<file path="config.mk">
export PLATFORM = sky130hd
export DESIGN_NAME = vdp_sprite_raster_collision_scan
export DESIGN_NICKNAME = d
export VERILOG_FILES = /design/src/rtl/vdp_sprite_raster_collision_scan.sv
export SDC_FILE = /design/constraint.sdc
export NUM_CORES = 1
export LEC_CHECK = 0
export CAP_MARGIN = 30
export CORE_MARGIN = 4
export CORE_UTILIZATION = 50
export CTS_CLUSTER_DIAMETER = 50
export CTS_CLUSTER_SIZE = 40
export DETAILED_ROUTE_END_ITERATION = 6
export GPL_ROUTABILITY_DRIVEN = 0
export PLACE_DENSITY = 0.8
export SYNTH_ARGS = -nofsm -noshare
export SYNTH_HDL_FRONTEND = slang
export SYNTH_SLANG_ARGS = --single-unit
</file>
<file path="constraint.sdc">
create_clock -name clk_i -period 4.3 [get_ports clk_i]
set_input_delay 0.86 -clock clk_i [delete_from_list [all_inputs] [get_ports clk_i]]
set_output_delay 0.86 -clock clk_i [all_outputs]
set_load 0.03 [all_outputs]
</file>
<file path="src/rtl/vdp_sprite_raster_collision_scan.sv">
// ----------------------------------------------------------------------------
// vdp_sprite_raster_collision_scan
//
// Per-line sprite Y-intersection scanner. On every restart it walks all 256
// sprite Y attributes (one per clock), tests each against the raster line
// Y_OFFSET lines ahead of raster_y_i, and writes one hit-list entry per
// intersecting sprite followed by a terminator entry.
//
// Ports
//   clk_i                 system clock
//   reset_i               synchronous, active-high reset
//   restart_i             start a new scan (one pulse per line)
//   raster_y_i     [8:0]  current raster line
//   sprite_test_id_o [7:0] Y-attribute RAM read address
//   sprite_y_i     [8:0]  sprite Y, valid one cycle after the address
//   sprite_height_i[4:0]  sprite height 0..16, same timing as sprite_y_i
//   flip_y_i              vertical flip, same timing as sprite_y_i
//   width_select_i        width select, same timing as sprite_y_i
//   hit_list_write_en_o   hit-list write strobe
//   hit_list_index_o [7:0] hit-list write address
//   sprite_id_o    [7:0]  ID of the intersecting sprite
//   sprite_y_intersect_o [3:0] sprite row to fetch (flip applied)
//   width_select_o        width select of the hit sprite
//   finished_o            high on the terminator write and while done
// ----------------------------------------------------------------------------
module vdp_sprite_raster_collision_scan #(
    parameter int unsigned Y_OFFSET = 2
) (
    input  logic       clk_i,
    input  logic       reset_i,
    input  logic       restart_i,
    input  logic [8:0] raster_y_i,
    output logic [7:0] sprite_test_id_o,
    input  logic [8:0] sprite_y_i,
    input  logic [4:0] sprite_height_i,
    input  logic       flip_y_i,
    input  logic       width_select_i,
    output logic       hit_list_write_en_o,
    output logic [7:0] hit_list_index_o,
    output logic [7:0] sprite_id_o,
    output logic [3:0] sprite_y_intersect_o,
    output logic       width_select_o,
    output logic       finished_o
);

    typedef enum logic [1:0] {
        S_IDLE = 2'd0,
        S_SCAN = 2'd1,
        S_TERM = 2'd2,
        S_DONE = 2'd3
    } state_t;

    state_t     state_q, state_d;
    logic [7:0] id_q, id_d;          // RAM address currently presented
    logic       issue_q, issue_d;    // id_q is a live read this cycle
    logic       s1_valid_q, s1_valid_d; // RAM data on the inputs is live
    logic [7:0] s1_id_q, s1_id_d;    // sprite whose data is on the inputs
    logic [7:0] cnt_q, cnt_d;        // hits written so far
    logic       we_q, we_d;
    logic [7:0] idx_q, idx_d;
    logic [7:0] sid_q, sid_d;
    logic [3:0] row_q, row_d;
    logic       wsel_q, wsel_d;
    logic       fin_q, fin_d;

    logic [8:0] target_s;
    logic [8:0] delta_s;
    logic [8:0] flip_row_s;
    logic       hit_s;
    logic [3:0] row_s;

    // Hit test on the RAM data returned for sprite s1_id_q; all 9-bit wrap arithmetic.
    always_comb begin
        target_s   = raster_y_i + 9'(Y_OFFSET);
        delta_s    = target_s - sprite_y_i;
        hit_s      = (delta_s < {4'd0, sprite_height_i});
        flip_row_s = {4'd0, sprite_height_i} - 9'd1 - delta_s;
        if (flip_y_i) begin
            row_s = flip_row_s[3:0];
        end else begin
            row_s = delta_s[3:0];
        end
    end

    // Next-state and registered-output logic; restart overrides every state.
    always_comb begin
        state_d    = state_q;
        id_d       = id_q;
        issue_d    = issue_q;
        s1_valid_d = 1'b0;
        s1_id_d    = 8'd0;
        cnt_d      = cnt_q;
        we_d       = 1'b0;
        idx_d      = 8'd0;
        sid_d      = 8'd0;
        row_d      = 4'd0;
        wsel_d     = 1'b0;
        fin_d      = fin_q;
        if (restart_i) begin
            state_d = S_SCAN;
            id_d    = 8'd0;
            issue_d = 1'b1;
            cnt_d   = 8'd0;
            fin_d   = 1'b0;
        end else begin
            case (state_q)
                S_SCAN: begin
                    s1_valid_d = issue_q;
                    s1_id_d    = id_q;
                    if (issue_q) begin
                        if (id_q == 8'd255) begin
                            issue_d = 1'b0;
                            id_d    = 8'd0;
                        end else begin
                            id_d = id_q + 8'd1;
                        end
                    end else begin
                        id_d = 8'd0;
                    end
                    if (s1_valid_q) begin
                        // A count of 255 reserves the last slot for the terminator.
                        if (hit_s && (cnt_q != 8'd255)) begin
                            we_d   = 1'b1;
                            idx_d  = cnt_q;
                            sid_d  = s1_id_q;
                            row_d  = row_s;
                            wsel_d = width_select_i;
                            cnt_d  = cnt_q + 8'd1;
                        end else begin
                            cnt_d = cnt_q;
                        end
                        if (s1_id_q == 8'd255) begin
                            state_d = S_TERM;
                        end else begin
                            state_d = S_SCAN;
                        end
                    end else begin
                        state_d = S_SCAN;
                    end
                end
                S_TERM: begin
                    we_d    = 1'b1;
                    idx_d   = cnt_q;
                    fin_d   = 1'b1;
                    state_d = S_DONE;
                end
                S_DONE: begin
                    state_d = S_DONE;
                end
                S_IDLE: begin
                    state_d = S_IDLE;
                end
                default: begin
                    state_d = S_IDLE;
                    issue_d = 1'b0;
                    id_d    = 8'd0;
                end
            endcase
        end
    end

    // State and output registers with synchronous reset.
    always_ff @(posedge clk_i) begin
        if (reset_i) begin
            state_q    <= S_IDLE;
            id_q       <= 8'd0;
            issue_q    <= 1'b0;
            s1_valid_q <= 1'b0;
            s1_id_q    <= 8'd0;
            cnt_q      <= 8'd0;
            we_q       <= 1'b0;
            idx_q      <= 8'd0;
            sid_q      <= 8'd0;
            row_q      <= 4'd0;
            wsel_q     <= 1'b0;
            fin_q      <= 1'b0;
        end else begin
            state_q    <= state_d;
            id_q       <= id_d;
            issue_q    <= issue_d;
            s1_valid_q <= s1_valid_d;
            s1_id_q    <= s1_id_d;
            cnt_q      <= cnt_d;
            we_q       <= we_d;
            idx_q      <= idx_d;
            sid_q      <= sid_d;
            row_q      <= row_d;
            wsel_q     <= wsel_d;
            fin_q      <= fin_d;
        end
    end

    assign sprite_test_id_o     = id_q;
    assign hit_list_write_en_o  = we_q;
    assign hit_list_index_o     = idx_q;
    assign sprite_id_o          = sid_q;
    assign sprite_y_intersect_o = row_q;
    assign width_select_o       = wsel_q;
    assign finished_o           = fin_q;

endmodule

</file>
# ---- Word-level counts from Yosys, hierarchy flattened
# Index checks and enable logic that the tools add are counted.
dict set report classes {
  n_lt_le_gt_ge 1
  add_sub_neg 6
  n_eq_ne 6
  shifts 0
  n_mux 17
  n_div 0
  bitwise 3
  n_mul 0
  reduce_logical 8
}
# op n
set ops {}
lappend ops {{$mux 8} 4}
lappend ops {{$add 8x1->8 const B} 2}
lappend ops {{$eq 8x8->1 const B} 2}
lappend ops {{$pmux 8 s2} 1}
lappend ops {{$add 9x2->9 const B} 1}
lappend ops {{$lt 9x5->1} 1}
lappend ops {{$sub 9x9->9} 1}
lappend ops {{$ne 8x8->1 const B} 1}
lappend ops {{$mux 1} 7}
lappend ops {{$pmux 2 s3} 1}
lappend ops {{$reduce_or 5->1} 1}
lappend ops {{$eq 2x2->1 const B} 2}
lappend ops {{$mux 2} 2}
lappend ops {{$mux 4} 1}
lappend ops {{$reduce_or 2->1} 2}
lappend ops {{$sub 4x1->4 const B} 1}
lappend ops {{$sub 4x4->4} 1}
lappend ops {{$not 1->1} 3}
lappend ops {{$reduce_and 3->1} 1}
lappend ops {{$reduce_or 3->1} 1}
lappend ops {{$eq 2x1->1 const B} 1}
lappend ops {{$logic_not 2->1} 1}
lappend ops {{$pmux 1 s2} 1}
lappend ops {{$reduce_bool 2->1} 1}
lappend ops {{$logic_and 1x1->1} 1}
dict set report totals {
  n_memories 0
  out_inout_bits 31
  ram_bits 0
  rom_bits 0
  reg_bits 51
  latch_bits 0
  wordCells 54
}

# ---- Logic depth before layout (Yosys ltp)
# Gate-level depths: netlist of run 1.
dict set report logic_depth {
  depth_word 7
  ltp_mapped 16
  ltp_nobuf 15
}

# ---- Worst setup path after synthesis of run 1
# No wires, ideal clock.
dict set report synth_timing {
  kind {input port to flip-flop}
  start {input raster_y_i[1]}
  end {register cnt_q[5]}
  setup_ns 0.123
  setup_slack_ns 0.830
  stages 13
  arrival_time_ns 3.346
  path_cell_list {inv_1 ha_1 inv_1 ha_1 fa_1 xor2_1 ha_1 a21oi_1 o21ai_0 a211oi_2 and4_4 nand4_1 mux2_1}
}
dict set report synth_via {
  elab_chain_cells 5
}
# element line_no
set synth_rtl {}
lappend synth_rtl {{start, declared} 32} ;# input logic [8:0] raster_y_i,
lappend synth_rtl {{$add 9x2->9} 74} ;# target_s = raster_y_i + 9'(Y_OFFSET);
lappend synth_rtl {{$sub 9x9->9} 75} ;# delta_s = target_s - sprite_y_i;
lappend synth_rtl {{$lt 9x5->1} 76} ;# hit_s = (delta_s < {4'd0, sprite_height_i});
lappend synth_rtl {{$logic_and 1x1->1} 122} ;# if (hit_s && (cnt_q != 8'd255)) begin
lappend synth_rtl {{$reduce_and 3->1 (no line)} -}
lappend synth_rtl {{end signal, assigned} 183} ;# cnt_q <= cnt_d;
lappend synth_rtl {{end, declared} 58} ;# logic [7:0] cnt_q, cnt_d;
# Every way passes these cells.
# A chain may end at the register's enable or synchronous reset.

# ---- Worst setup path after layout of run 1
# Same ends and word-level chain as after synthesis.

==> results of run 1 <==
worst paths after layout:
kind | from | end | slack (ns)
setup / recovery | raster_y_i[1] | cnt_q[5] | 0.31
hold / removal | s1_id_q[7] | sprite_id_o[7] | 0.48
setup reg to reg | state_q[1] | cnt_q[5] | 1.78
hold reg to reg | s1_id_q[7] | sprite_id_o[7] | 0.48
cells by family (layout without fill, tap and decap cells):
logic type / after synthesis / count (layout) / share of synthesized area [%]
and+or+nand+nor: 106 / 106 / 21.7
DFF: 51 / 51 / 40.8
xor gates and xnor gates: 13 / 13 / 4.55
AOI/OAI and AO/OA: 36 / 36 / 9.69
muxes: 7 / 7 / 2.90
adders and majority gates: 29 / 29 / 15.1
buffers and inverters: 33 / 93 / 5.29
layout make-up:
cell class,instances,area (um2),area share (%)
Timing Repair Buffer,60,596,18.4
Sequential cell,51,1020,31.6
Inverter,25,93.8,2.90
Clock buffer,6,72.6,2.24
Multi-Input combinational cell,191,1350,41.8
Tap cell,67,83.8,2.59
Clock inverter,2,17.5,0.541
worst reg2reg max path: stages, from the launching register on:
cell and delay (ns):
dfxtp_1 0.34, inv_1 0.06, ha_1 0.55, nand3b_1 0.16
a21oi_1 0.13, o21ai_0 0.11, a211oi_2 0.21, and4_4 0.35
nand4_1 0.15, mux2_1 0.34
routing by layer:
layer | share of wire [%] | vias to the layer above
li1 | - | 1062
met1 | 44 | 967
met2 | 50 | 43
met3 | 3.7 | 9
met4 | 1.8 | 0
met5 | 0 | -
through the flow:
| stage | util (%) | setup slack, ns |
|---|---|---|
| final | 67.6 | 0.310 |
| after detailed placement | 65.7 | 0.0307 |
| after CTS | 67.6 | 0.332 |
| after floorplan | - | 0.830 |
| after global routing | 67.6 | 0.117 |
| after global placement | 65.7 | 0.166 |
cells in the final DEF, fill, tap and decap left out, types with 2 or more instances in the layout:
master	synthesis	final
dfxtp_1	51	51
o21ai_0	6	6
xor2_1	7	7
fa_1	2	2
ha_1	27	27
clkbuf_8	0	5
or3_1	3	3
inv_1	25	25
nand2_1	19	19
nand2b_1	2	2
nor2_1	26	26
clkinv_4	0	2
xnor2_1	6	6
a21oi_1	15	15
and2_1	10	10
nand4_1	7	7
clkdlybuf4s50_1	0	58
nand3_1	11	11
nor4_1	2	2
and3_1	21	21
a211oi_2	2	2
buf_4	0	2
mux2i_1	5	5
registers in the layout, summed over array words and instances (netlist names):
signal                cells
s1_id_q                   8
cnt_q                     8
width_select_o            1
finished_o                1
state_q                   2
sprite_y_intersect_o      4
s1_valid_q                1
hit_list_write_en_o       1
issue_q                   1
sprite_id_o               8
hit_list_index_o          8
sprite_test_id_o          8
cells in the mapped netlist (6+ instances only):
library cell and count:
xor2_1 7, a21oi_1 15, nand2_1 19, dfxtp_1 51
xnor2_1 6, nand4_1 7, o21ai_0 6, ha_1 27
and2_1 10, inv_1 25, nor2_1 26, and3_1 21
nand3_1 11
where the power goes:
part | total, mW | internal (mW) | switching [mW]
Clock | 0.269 | 0.117 | 0.152
Combinational | 0.184 | 0.0875 | 0.0964
Sequential | 0.477 | 0.475 | 0.00274
Total | 0.930 | 0.679 | 0.251
==> out/results.txt, run 1 <==
Most Used Layer, Global Route: met2
Hold-fix buffers, CTS: 0
Fin. Hold Viols: 0
post-route ant nets: 0
Async SR Flop Fraction: 0%
PD cells: 287 nW/um2
full die area: 6210 um2
Crit path largest cell delay: 0.45 ns
diode count: 0
post-layout min period: 3.99 ns
DR vias/cell: 5.18
Final Cycle Share: 92.8%
M1 GR Usage: 19.6%
post-synth cell types: 43
placed standard-cell area: 3150 um2
count of final setup violators: 0
cell row count: 25
Slew @ Worst Pin: 0.775 ns
antenna violations before repair: 0
CTS tree: built
vias: 2081
postcts setup bufs: 0
status: finished clean
LEAKAGE: 1.43 nW
slew margin rel.: 48.1%
Clock Path Buffers: 2
vias in the first global route: 1981
highest clock rate: 0.251 GHz
Synth Instances: 275
CP most frequent cell: ha_1
Worst Skew: 0.00741 ns
overall routed net length: 4900 um
CTS HTree Levels: 2
WP data arrival: 4.18 ns
Top FF cell, synth: dfxtp_1
CTS buffer count: 5
Finished Cell Area: 3240 um2
Root Buffer: clkbuf_8
core area: 4790 um2
worst-path cell chain: clkdlybuf4s50_1 > inv_1 > ha_1 > inv_1 > ha_1 > fa_1 > xor2_1 > ha_1 > a21oi_1 > o21ai_0 > a211oi_2 > and4_4 > nand4_1 > mux2_1
FF-to-FF path depth: 9
CP Launch Type: input pin
Seq/Total Area, Yosys: 40.8%
Post-synth EDFFs: 0
met3 usage: 4.08%
layout cells sized above 1: 5.07%
fin. max-slew vios: 0
max-cap violations: 0
Setup TNS: 0 ns
global route overflow: 0
Area Growth Syn to Fin: 29.2%
worst min path class: reg -> reg
Setup Crit Path Kind: in -> reg
Pwr Total: 0.930 mW
hpwl dp: 3890 um
syn avg cell area: 9.11 um2
M2 GR Usage: 29.0%
Worst-Skew Late Latency: 0.30 ns
Crit path max-delay family: adder cells
RSZ-0062 raised after global routing: no
Final nets: 391
Initial DRC Count: 63
CTS sink count: 51
Yosys reg bits: 51
synth warn: 0
Detailed Routing Iterations Pass 1: 4
Crit path buffers/inverters: 3
slowest CP cell: clkdlybuf4s50_1
Remaining DRCs: 0
Max FO, Critical Path: 14
largest net degree at the start of global routing: 23
WL/cell: 12.2 um
hold slack: 0.482 ns
largest area contributor in the netlist: dfxtp_1
GRT Util Overall: 16.7%
IO Pins: 59
CP Data Required Time: 4.49 ns
Worst VDD drop: 0.207 mV
Crit. path cell count: 14
hold path cells: 1
Initial Util: 52.3%
mapped cell area: 2500 um2
final cell count without fillers: 402
post-cts resize count: 0
Worst-path clk slew: 0.09 ns
Inst Count DP: 394
global-route wire length before repair: 8280 um
Synth Net Count: 332
Worst setup EP type: flip-flop
Die Ht: 78.8 um
largest cells by area after synthesis: dfxtp_1, ha_1, and3_1, nor2_1, inv_1
Die X: 78.8 um
number of port buffers: 58
# fillers: 397
Yosys top cell area share: 40.8%
Note: power is estimated with default switching activity, not from simulation.
==> inputs of run 2 (changes only) <==
Settings changed: SLEW_MARGIN set to 5.
==> results of run 2 <==
Same layout as run 1: the final DEF is identical, and so are final timing and power.
